===== src/rtl/sha3_padder.sv =====
`timescale 1ns/1ps
// -----------------------------------------------------------------------------
// sha3_padder
//
// Streaming front-end for the sha3 core. The padder collects a byte-granular
// message arriving as IN_BYTES-wide words and packs it into rate-sized blocks.
// It appends the FIPS-202 domain suffix and the pad10*1 padding, then hands
// each finished block to the core with the first message byte in the MSBs.
// The padder holds at most one block, so a stalled core stalls the input.
//
// Ports
//   clk        single clock, rising edge
//   reset_n    synchronous, active-low reset
//   mode       0 SHA3-224, 1 SHA3-256, 2 SHA3-384, 3 SHA3-512,
//              4 SHAKE128, 5 SHAKE256, 6/7 behave as 0
//   in_valid   input word valid
//   in_ready   padder can accept a word
//   in_data    message bytes, first byte in the MSBs
//   in_last    final word of the message
//   in_bytes   valid bytes on the in_last beat (0..IN_BYTES)
//   blk_valid  blk_data holds a complete block
//   blk_ready  core accepts the block
//   blk_data   block bytes, byte i at [8*MAX_RATE_BYTES-1-8i -: 8]
//   blk_last   block is the final (padded) block of the message
// -----------------------------------------------------------------------------
module sha3_padder #(
    parameter int IN_BYTES       = 8,
    parameter int MAX_RATE_BYTES = 168
) (
    input  logic                        clk,
    input  logic                        reset_n,
    input  logic [2:0]                  mode,
    input  logic                        in_valid,
    output logic                        in_ready,
    input  logic [8*IN_BYTES-1:0]       in_data,
    input  logic                        in_last,
    input  logic [$clog2(IN_BYTES):0]   in_bytes,
    output logic                        blk_valid,
    input  logic                        blk_ready,
    output logic [8*MAX_RATE_BYTES-1:0] blk_data,
    output logic                        blk_last
);

    // Pointer wide enough to hold RATE itself (the "block full" value).
    localparam int PW = $clog2(MAX_RATE_BYTES + 1);
    localparam int NW = $clog2(IN_BYTES) + 1;

    typedef enum logic [1:0] {
        FILL   = 2'd0,
        EMIT   = 2'd1,
        PADBLK = 2'd2
    } state_t;

    state_t          state_reg, state_next;
    logic [PW-1:0]   ptr_reg, ptr_next;
    logic            pad_pending_reg, pad_pending_next;
    logic            blk_last_reg, blk_last_next;
    logic [2:0]      mode_reg, mode_next;
    logic            msg_active_reg, msg_active_next;

    logic [2:0]      eff_mode;
    logic [PW-1:0]   rate;
    logic [PW-1:0]   rate_m1;
    logic [7:0]      suffix;
    logic [NW-1:0]   n_beat;
    logic [PW-1:0]   fill_end;
    logic            beat_fire;
    logic            blk_fire;
    logic            close_last;

    // -------------------------------------------------------------------------
    // Handshakes
    // -------------------------------------------------------------------------
    assign in_ready  = reset_n && (state_reg == FILL);
    assign blk_valid = (state_reg == EMIT);
    assign blk_last  = blk_last_reg;
    assign beat_fire = in_valid && in_ready;
    assign blk_fire  = (state_reg == EMIT) && blk_ready;

    // -------------------------------------------------------------------------
    // Mode selection. The first beat of a message uses the live mode input
    // (it is latched on that same beat); every later beat, and the EMIT and
    // PADBLK states, use the latched copy so mid-message changes are ignored.
    // -------------------------------------------------------------------------
    assign eff_mode = msg_active_reg ? mode_reg : mode;

    always_comb begin
        rate   = PW'(144);
        suffix = 8'h06;
        case (eff_mode)
            3'd1: rate = PW'(136);
            3'd2: rate = PW'(104);
            3'd3: rate = PW'(72);
            3'd4: begin
                rate   = PW'(168);
                suffix = 8'h1F;
            end
            3'd5: begin
                rate   = PW'(136);
                suffix = 8'h1F;
            end
            default: begin
                rate   = PW'(144);
                suffix = 8'h06;
            end
        endcase
    end

    assign rate_m1 = rate - PW'(1);

    // Bytes carried by this beat: a full word unless it is the last beat.
    // An out-of-range in_bytes is clamped so the pointer cannot overrun.
    always_comb begin
        n_beat = NW'(IN_BYTES);
        if (in_last) begin
            if (in_bytes > NW'(IN_BYTES)) begin
                n_beat = NW'(IN_BYTES);
            end else begin
                n_beat = in_bytes;
            end
        end
    end

    assign fill_end   = ptr_reg + PW'(n_beat);
    // Last beat leaves room in the block: suffix and 0x80 go in this block.
    assign close_last = beat_fire && in_last && (fill_end < rate);

    // -------------------------------------------------------------------------
    // Control FSM
    // -------------------------------------------------------------------------
    always_ff @(posedge clk) begin
        if (!reset_n) begin
            state_reg       <= FILL;
            ptr_reg         <= '0;
            pad_pending_reg <= 1'b0;
            blk_last_reg    <= 1'b0;
            mode_reg        <= 3'd0;
            msg_active_reg  <= 1'b0;
        end else begin
            state_reg       <= state_next;
            ptr_reg         <= ptr_next;
            pad_pending_reg <= pad_pending_next;
            blk_last_reg    <= blk_last_next;
            mode_reg        <= mode_next;
            msg_active_reg  <= msg_active_next;
        end
    end

    always_comb begin
        state_next       = state_reg;
        ptr_next         = ptr_reg;
        pad_pending_next = pad_pending_reg;
        blk_last_next    = blk_last_reg;
        mode_next        = mode_reg;
        msg_active_next  = msg_active_reg;

        case (state_reg)
            FILL: begin
                if (beat_fire) begin
                    ptr_next = fill_end;
                    if (!msg_active_reg) begin
                        mode_next       = mode;
                        msg_active_next = 1'b1;
                    end
                    if (in_last) begin
                        state_next = EMIT;
                        if (fill_end < rate) begin
                            blk_last_next = 1'b1;
                        end else begin
                            // Message ends exactly on a block boundary: the
                            // padding needs a block of its own.
                            blk_last_next    = 1'b0;
                            pad_pending_next = 1'b1;
                        end
                    end else if (fill_end == rate) begin
                        state_next    = EMIT;
                        blk_last_next = 1'b0;
                    end
                end
            end

            EMIT: begin
                if (blk_ready) begin
                    ptr_next      = '0;
                    blk_last_next = 1'b0;
                    if (blk_last_reg) begin
                        msg_active_next = 1'b0;
                    end
                    if (pad_pending_reg) begin
                        state_next = PADBLK;
                    end else begin
                        state_next = FILL;
                    end
                end
            end

            PADBLK: begin
                blk_last_next    = 1'b1;
                pad_pending_next = 1'b0;
                state_next       = EMIT;
            end

            default: begin
                state_next = FILL;
            end
        endcase
    end

    // -------------------------------------------------------------------------
    // Block buffer, one register per byte.
    // Every rate is a multiple of IN_BYTES and only the last beat can be
    // short, so the pointer is always word-aligned when a beat is written.
    // Byte gi therefore only ever takes input lane gi % IN_BYTES, and only
    // when the pointer sits at the start of its word.
    // The buffer is zeroed after each handshake, so padding can simply OR
    // into bytes that are known to be clear.
    // -------------------------------------------------------------------------
    generate
        for (genvar gi = 0; gi < MAX_RATE_BYTES; gi++) begin : gen_byte
            localparam int            LANE   = gi % IN_BYTES;
            localparam logic [PW-1:0] IDX    = PW'(gi);
            localparam logic [PW-1:0] BASE   = PW'(gi - LANE);
            localparam logic [NW-1:0] LANE_W = NW'(LANE);

            logic [7:0] byte_reg;
            logic [7:0] byte_next;

            always_comb begin
                byte_next = byte_reg;
                if (blk_fire) begin
                    byte_next = 8'h00;
                end else if (state_reg == PADBLK) begin
                    if (IDX == '0) begin
                        byte_next = byte_next | suffix;
                    end
                    if (IDX == rate_m1) begin
                        byte_next = byte_next | 8'h80;
                    end
                end else if (beat_fire) begin
                    if ((ptr_reg == BASE) && (LANE_W < n_beat)) begin
                        byte_next = in_data[8*IN_BYTES-1-8*LANE -: 8];
                    end
                    // Suffix and final pad bit may land on the same byte,
                    // giving SUFFIX|0x80.
                    if (close_last && (fill_end == IDX)) begin
                        byte_next = byte_next | suffix;
                    end
                    if (close_last && (rate_m1 == IDX)) begin
                        byte_next = byte_next | 8'h80;
                    end
                end
            end

            always_ff @(posedge clk) begin
                if (!reset_n) begin
                    byte_reg <= 8'h00;
                end else begin
                    byte_reg <= byte_next;
                end
            end

            assign blk_data[8*MAX_RATE_BYTES-1-8*gi -: 8] = byte_reg;
        end
    endgenerate

endmodule


===== config.mk =====
export PLATFORM = sky130hd
export DESIGN_NAME = sha3_padder
export DESIGN_NICKNAME = d
export VERILOG_FILES = /design/src/rtl/sha3_padder.sv
export SDC_FILE = /design/constraint.sdc
export NUM_CORES = 2
export LEC_CHECK = 0
export ABC_AREA = 1
export ABC_CLOCK_PERIOD_IN_PS = 5400
export CAP_MARGIN = 20
export CORE_AREA = 2 2 561 563
export CTS_CLUSTER_SIZE = 14
export DETAILED_ROUTE_END_ITERATION = 7
export DIE_AREA = 0 0 563 565
export PLACE_DENSITY = 0.35
export SLEW_MARGIN = 40
export SYNTH_ARGS = -nofsm -noshare
export SYNTH_HDL_FRONTEND = slang
export SYNTH_SLANG_ARGS = --single-unit

===== constraint.sdc =====
create_clock -name clk -period 5.4 [get_ports clk]
set_input_delay 1.35 -clock clk [delete_from_list [all_inputs] [get_ports clk]]
set_output_delay 1.35 -clock clk [all_outputs]
set_load 0.01 [all_outputs]

# --- Word-level counts from Yosys, hierarchy flattened ---
# Index checks and enable logic that the tools add are counted.
op_classes:
  add_sub_neg: 2
  multipliers: 0
  div: 0
  magnitude_cmp: 10
  n_eq_ne: 702
  shifts: 0
  n_mux: 1540
  bitwise: 171
  reduce_logical: 694
op_table:
  columns: ["operator", "count"]
  rows:
  - ["$mux 8", 1514]
  - ["$or 8x5->8", 167]
  - ["$eq 8x7->1 const B", 136]
  - ["$eq 8x8->1 const B", 85]
  - ["$eq 8x6->1 const B", 68]
  - ["$eq 7x8->1 const A", 64]
  - ["$logic_and 1x1->1", 509]
  - ["$reduce_and 2->1", 169]
  - ["$eq 8x8->1 const A", 40]
  - ["$eq 8x5->1 const B", 34]
  - ["$ne 2x1->1 const B", 129]
  - ["$eq 6x8->1 const A", 32]
  - ["$eq 8x4->1 const B", 17]
  - ["$eq 5x8->1 const A", 16]
  - ["$ne 2x2->1 const B", 43]
  - ["$eq 4x8->1 const A", 8]
  - ["$eq 8x3->1 const B", 8]
  - ["$eq 3x8->1 const A", 4]
  - ["$eq 8x2->1 const B", 4]
  - ["$pmux 8 s4", 1]
  - ["$logic_not 8->1", 3]
  - ["$eq 2x8->1 const A", 2]
  - ["$eq 8x1->1 const B", 2]
  - ["$lt 3x4->1 const A", 4]
  - ["other kinds (31)", 60]
totals:
  reg_bits: 1360
  latch_bits: 0
  ram_bits: 0
  mem_bits_ro: 0
  inputBits: 76
  mem_count: 0

# --- Logic depth before layout (Yosys ltp) ---
depth:
  ltp_word: 14
  depth_mapped: 26
  depth_no_buf: 23

# --- Worst setup path before layout ---
# No wires, ideal clock.
synth_timing:
  path_type: "input to register"
  start: "in in_last"
  end: "reg gen_byte[23].byte_reg[0]"
  setup_ps: 70
  arrival_time_ps: 4727
  t_required_ps: 5330
  slack_ps: 603
  stages: 20
  path_cell_list: "inv_1 -> nor2_2 -> clkinv_1 -> clkbuf_1 -> nor2_1 -> ha_1 -> nand3_1 -> nand3_1 -> nand2_1 -> nand2_1 -> nand2_1 -> nand2_1 -> ha_1 -> a21oi_1 -> nand4_4 -> buf_2 -> nor3_4 -> buf_2 -> nand4_1 -> a21oi_1"
synth_via:
  elab_chain_len: 12
  elab_cells_between_ends: 18
  cone_classes: "add/sub (1); order compare (2); eq/ne (1); mux (9); bitwise (1); reduce/logical (4)"
synth_rtl:
  columns: ["item", "line", "text"]
  rows:
  - ["from (decl)", "36", "input logic in_last,"]
  - ["branches (longest 8 deep; another with $add 8x4->8)", null, null]
  - ["$mux 8 *", "245", "if (close_last && (fill_end == IDX)) begin"]
  - ["$mux 8 *", "248", "if (close_last && (rate_m1 == IDX)) begin"]
  - ["$mux 8 *", "239", "end else if (beat_fire) begin"]
  - ["$mux 8 *", "232", "end else if (state_reg == PADBLK) begin"]
  - ["to (signal assigned)", "258", "byte_reg <= byte_next;"]
  - ["to (decl)", "225", "logic [7:0] byte_reg;"]
# Mark *: on every way between the ends. The select of a mux whose other input is x is not followed.
# A chain may end at the register's enable or synchronous reset.

# --- Worst setup path after layout ---
layout_timing:
  start: "in in_last"
  end: "reg gen_byte[53].byte_reg[4]"
layout_via:
  elab_chain_len: 12
  elab_cells_between_ends: 18
  cone_classes: "add/sub (1); order compare (2); eq/ne (1); mux (9); bitwise (1); reduce/logical (4)"
layout_rtl:
  columns: ["item", "line"]
  rows:
  - ["branches (longest 8 deep; another with $add 8x4->8)", null]
  - ["$mux 8 *", "245"]
  - ["$mux 8 *", "248"]
  - ["$mux 8 *", "239"]
  - ["$mux 8 *", "232"]
  - ["to (signal assigned)", "258"]
  - ["to (decl)", "225"]
# Marked as above.

==> impl_metrics.ini <==
[clock_tree]
clkTransAtPathRegs_ns = 0.06
clockBufferDepth = 4
cts_sinks = 1360
cts_setup_buffers = 0
cts_tree = built
clockRootBuffer = clkbuf_16
cts_made_buffers = 178
cts_hold_buf = 0
cts-resized-gates = 0
h-tree-depth = 4
insertion_delay_ns = 0.88

[floorplanning]
die_h_um = 565
io_pins = 1423
die_area_um2 = 318100
chipWidth_um = 563
coreArea_um2 = 311400
start_util_pct = 17.17
num_rows = 205

[placed_design]
gp_congestion = 0.8328
place_ws_ns = -0.1741
placed_area_um2 = 73940
dp_cells = 12350
portBuffers = 1422
dp_hpwl_mm = 288.0

[synthesis]
synth_most_common_cell = dfxtp_1
netlist.top_cell.by_area = dfxtp_1
netlist.area_leader.share_pct = 50.93
synth_flop_cell = dfxtp_1
netlist_top_cells_area = dfxtp_1, a21oi_1, o21ai_0
synth_edf_count = 0
synthTopCellsByCount = dfxtp_1, nand2_1, a21oi_1
synth_seq_area_share_pct = 50.93
synth.cell_area_um2 = 53460
yosysWarnings = 0
async_reset_ff_share_pct = 0
synthCells = 7055
ys_ff_latch = 1360
syn_area_per_cell_um2 = 7.578
yosysUniqueCellTypes = 39
synth_nets = 7145

[worst_setup_path]
reg2reg_to = gen_byte[165].byte_reg[2]
cp.required_ns = 6.15
end_kind = register
max_stage_delay_ns = 0.65
endpoint = gen_byte[53].byte_reg[4]
slowest_stage = clkdlybuf4s50_1
r2r_slack_ns = 1.05
path_cells = clkdlybuf4s50_1 -> inv_1 -> nor2_2 -> clkinv_1 -> nor2_1 -> ha_1 -> nand3_1 -> nand3_1 -> nand2_1 -> nand2_1 -> nand2_1 -> nand2_1 -> ha_1 -> a21oi_1 -> nand4_4 -> buf_12 -> nor3_4 -> buf_12 -> nand4_1 -> a21oi_1
crit_arrival_ns = 5.51
worstSetupStartpointType = input pin
reg2reg_from = ptr_reg[1]
worstSetupPathType = in2reg
reg2reg_depth = 12
cp_max_fo = 18
cp_common_cell = nand2_1
cp-startpoint = in_last

[timing]
tightest_slew_ns = 0.8871
maxSlewViolCount = 0
fin_crit_sh_pct = 88.29
finClkSkew_ns = 0.04963
rsz0062_at_grt = false
hold_violations = 0
setup_slack_ns = 0.6325
setup_viol = 0
finalCriticalPeriod_ns = 4.768
max_freq_ghz = 0.2098
relSlewSlack_pct = 40.79

[routing]
route.detailed.drc = 0
drt_wl_total_mm = 381.3
wl_per_cell_um = 30.09
drtIter0Drc = 4695
via_per_inst = 4.492
vias = 56920
postRouteAntennaNets = 0
drt_pass1_iterations = 6

[layout]
syn2layout_area_growth_pct = 49.29
nFillCells = 33730
regArea_um2 = 27230
largest_reg_flops = 1344
final_nets = 8479
stdcell_count = 12670
multi_input_area_um2 = 23370
fin_area_um2 = 79810
final_layout_size_suffix_gt1_share_pct = 8.859

[power_and_ir_drop]
p_per_area_nw_per_um2 = 332.0
p_leak_nw = 27.27
peakVddDrop_uv = 240.2

[min_path]
hold_start = gen_byte[62].byte_reg[7]
hold_class = reg2reg

[flow_run]
maxCapViolCount = 0

[grt]
antenna_found_initial = 37
overflow = 0
grt_pass1_vias = 54260
grt_pass1_wl_mm = 500.6
grt_start_max_net_pins = 135
grt_use_total_pct = 22.87

[outcome]
status = finished clean
routing by layer:
| metal | up-vias | wire length, µm | track usage, % |
|---|---|---|---|
| li1 | 26640 | - | - |
| met1 | 27590 | 162000 | 28.85 |
| met2 | 2301 | 176100 | 37.78 |
| met3 | 391 | 31420 | 6.452 |
| met4 | 2 | 11860 | 6.566 |
| met5 | - | 11 | 0 |
where the power goes:
part | internal [mW] | switching, mW | leakage [nW]
Clock | 7.12 | 5.07 | 2.86
Sequential | 10.2 | 0.154 | 11.0
Combinational | 0.962 | 2.96 | 13.4
how the worst min path moves through the flow:
stage,slack [ns],to,cells after the start
2_1_floorplan,0.42,pad_pending_reg,2
3_3_place_gp,0.43,gen_byte[86].byte_reg[5],2
3_5_place_dp,0.44,gen_byte[150].byte_reg[6],2
4_1_cts,0.45,gen_byte[52].byte_reg[5],2
5_1_grt,0.46,gen_byte[166].byte_reg[6],2
6_report,0.45,gen_byte[62].byte_reg[7],2
area by class of cell:
cell class | instances | area share (%)
Timing Repair Buffer | 1717 | 21.38
Clock buffer | 267 | 6.558
Sequential cell | 1360 | 34.11
Antenna cell | 10 | 0.03135
Clock inverter | 46 | 0.7447
Inverter | 289 | 1.397
Tap cell | 4140 | 6.490
Multi-Input combinational cell | 4843 | 29.28
cells by family after synthesis:
kind of cell | Yosys count | synth area share [%]
compound gates | 2432 | 23.23
xor+xnor | 1 | 0.03043
fa+ha+maj | 14 | 0.3417
buf+inv | 852 | 6.366
flops | 1360 | 50.93
mux | 47 | 0.8800
simple gates | 2349 | 18.22
stage by stage:
step / hold slack (ns) / util [%] / power, mW / TNS, ns
final: 0.4473 / 25.63 / 26.50 / 0
after global placement: 0.4348 / 23.71 / 14.50 / -3.149
after global routing: 0.4647 / 25.62 / 27.43 / 0
after floorplan: 0.4234 / - / 12.41 / 0
after detailed placement: 0.4357 / 23.75 / 14.54 / -3.024
after CTS: 0.4452 / 25.62 / 26.84 / 0
critical path, delay by kind of cell:
kind / cells / cell delay [ns]
and+or+nand+nor: 11 / 1.63
buffers and inverters: 5 / 1.37
adders and majority gates: 2 / 0.56
AOI/OAI and AO/OA: 2 / 0.56
cells in the final DEF (no fill, tap or decap), drive strengths merged, types with 2 or more instances in the layout:
cell           count
a211oi            25
a21oi           1138
a22oi              2
a31oi            131
buf              307
bufinv             9
clkbuf           267
clkdlybuf4s50   1410
clkinv            51
clkinvlp           2
dfxtp           1360
diode             10
ha                13
inv              273
mux2i             47
nand2           1250
nand3            240
nand3b            17
nand4            123
nor2             694
nor3              20
nor4               4
o21ai           1131
o31ai              3
Power figures use the tool's default switching activity.
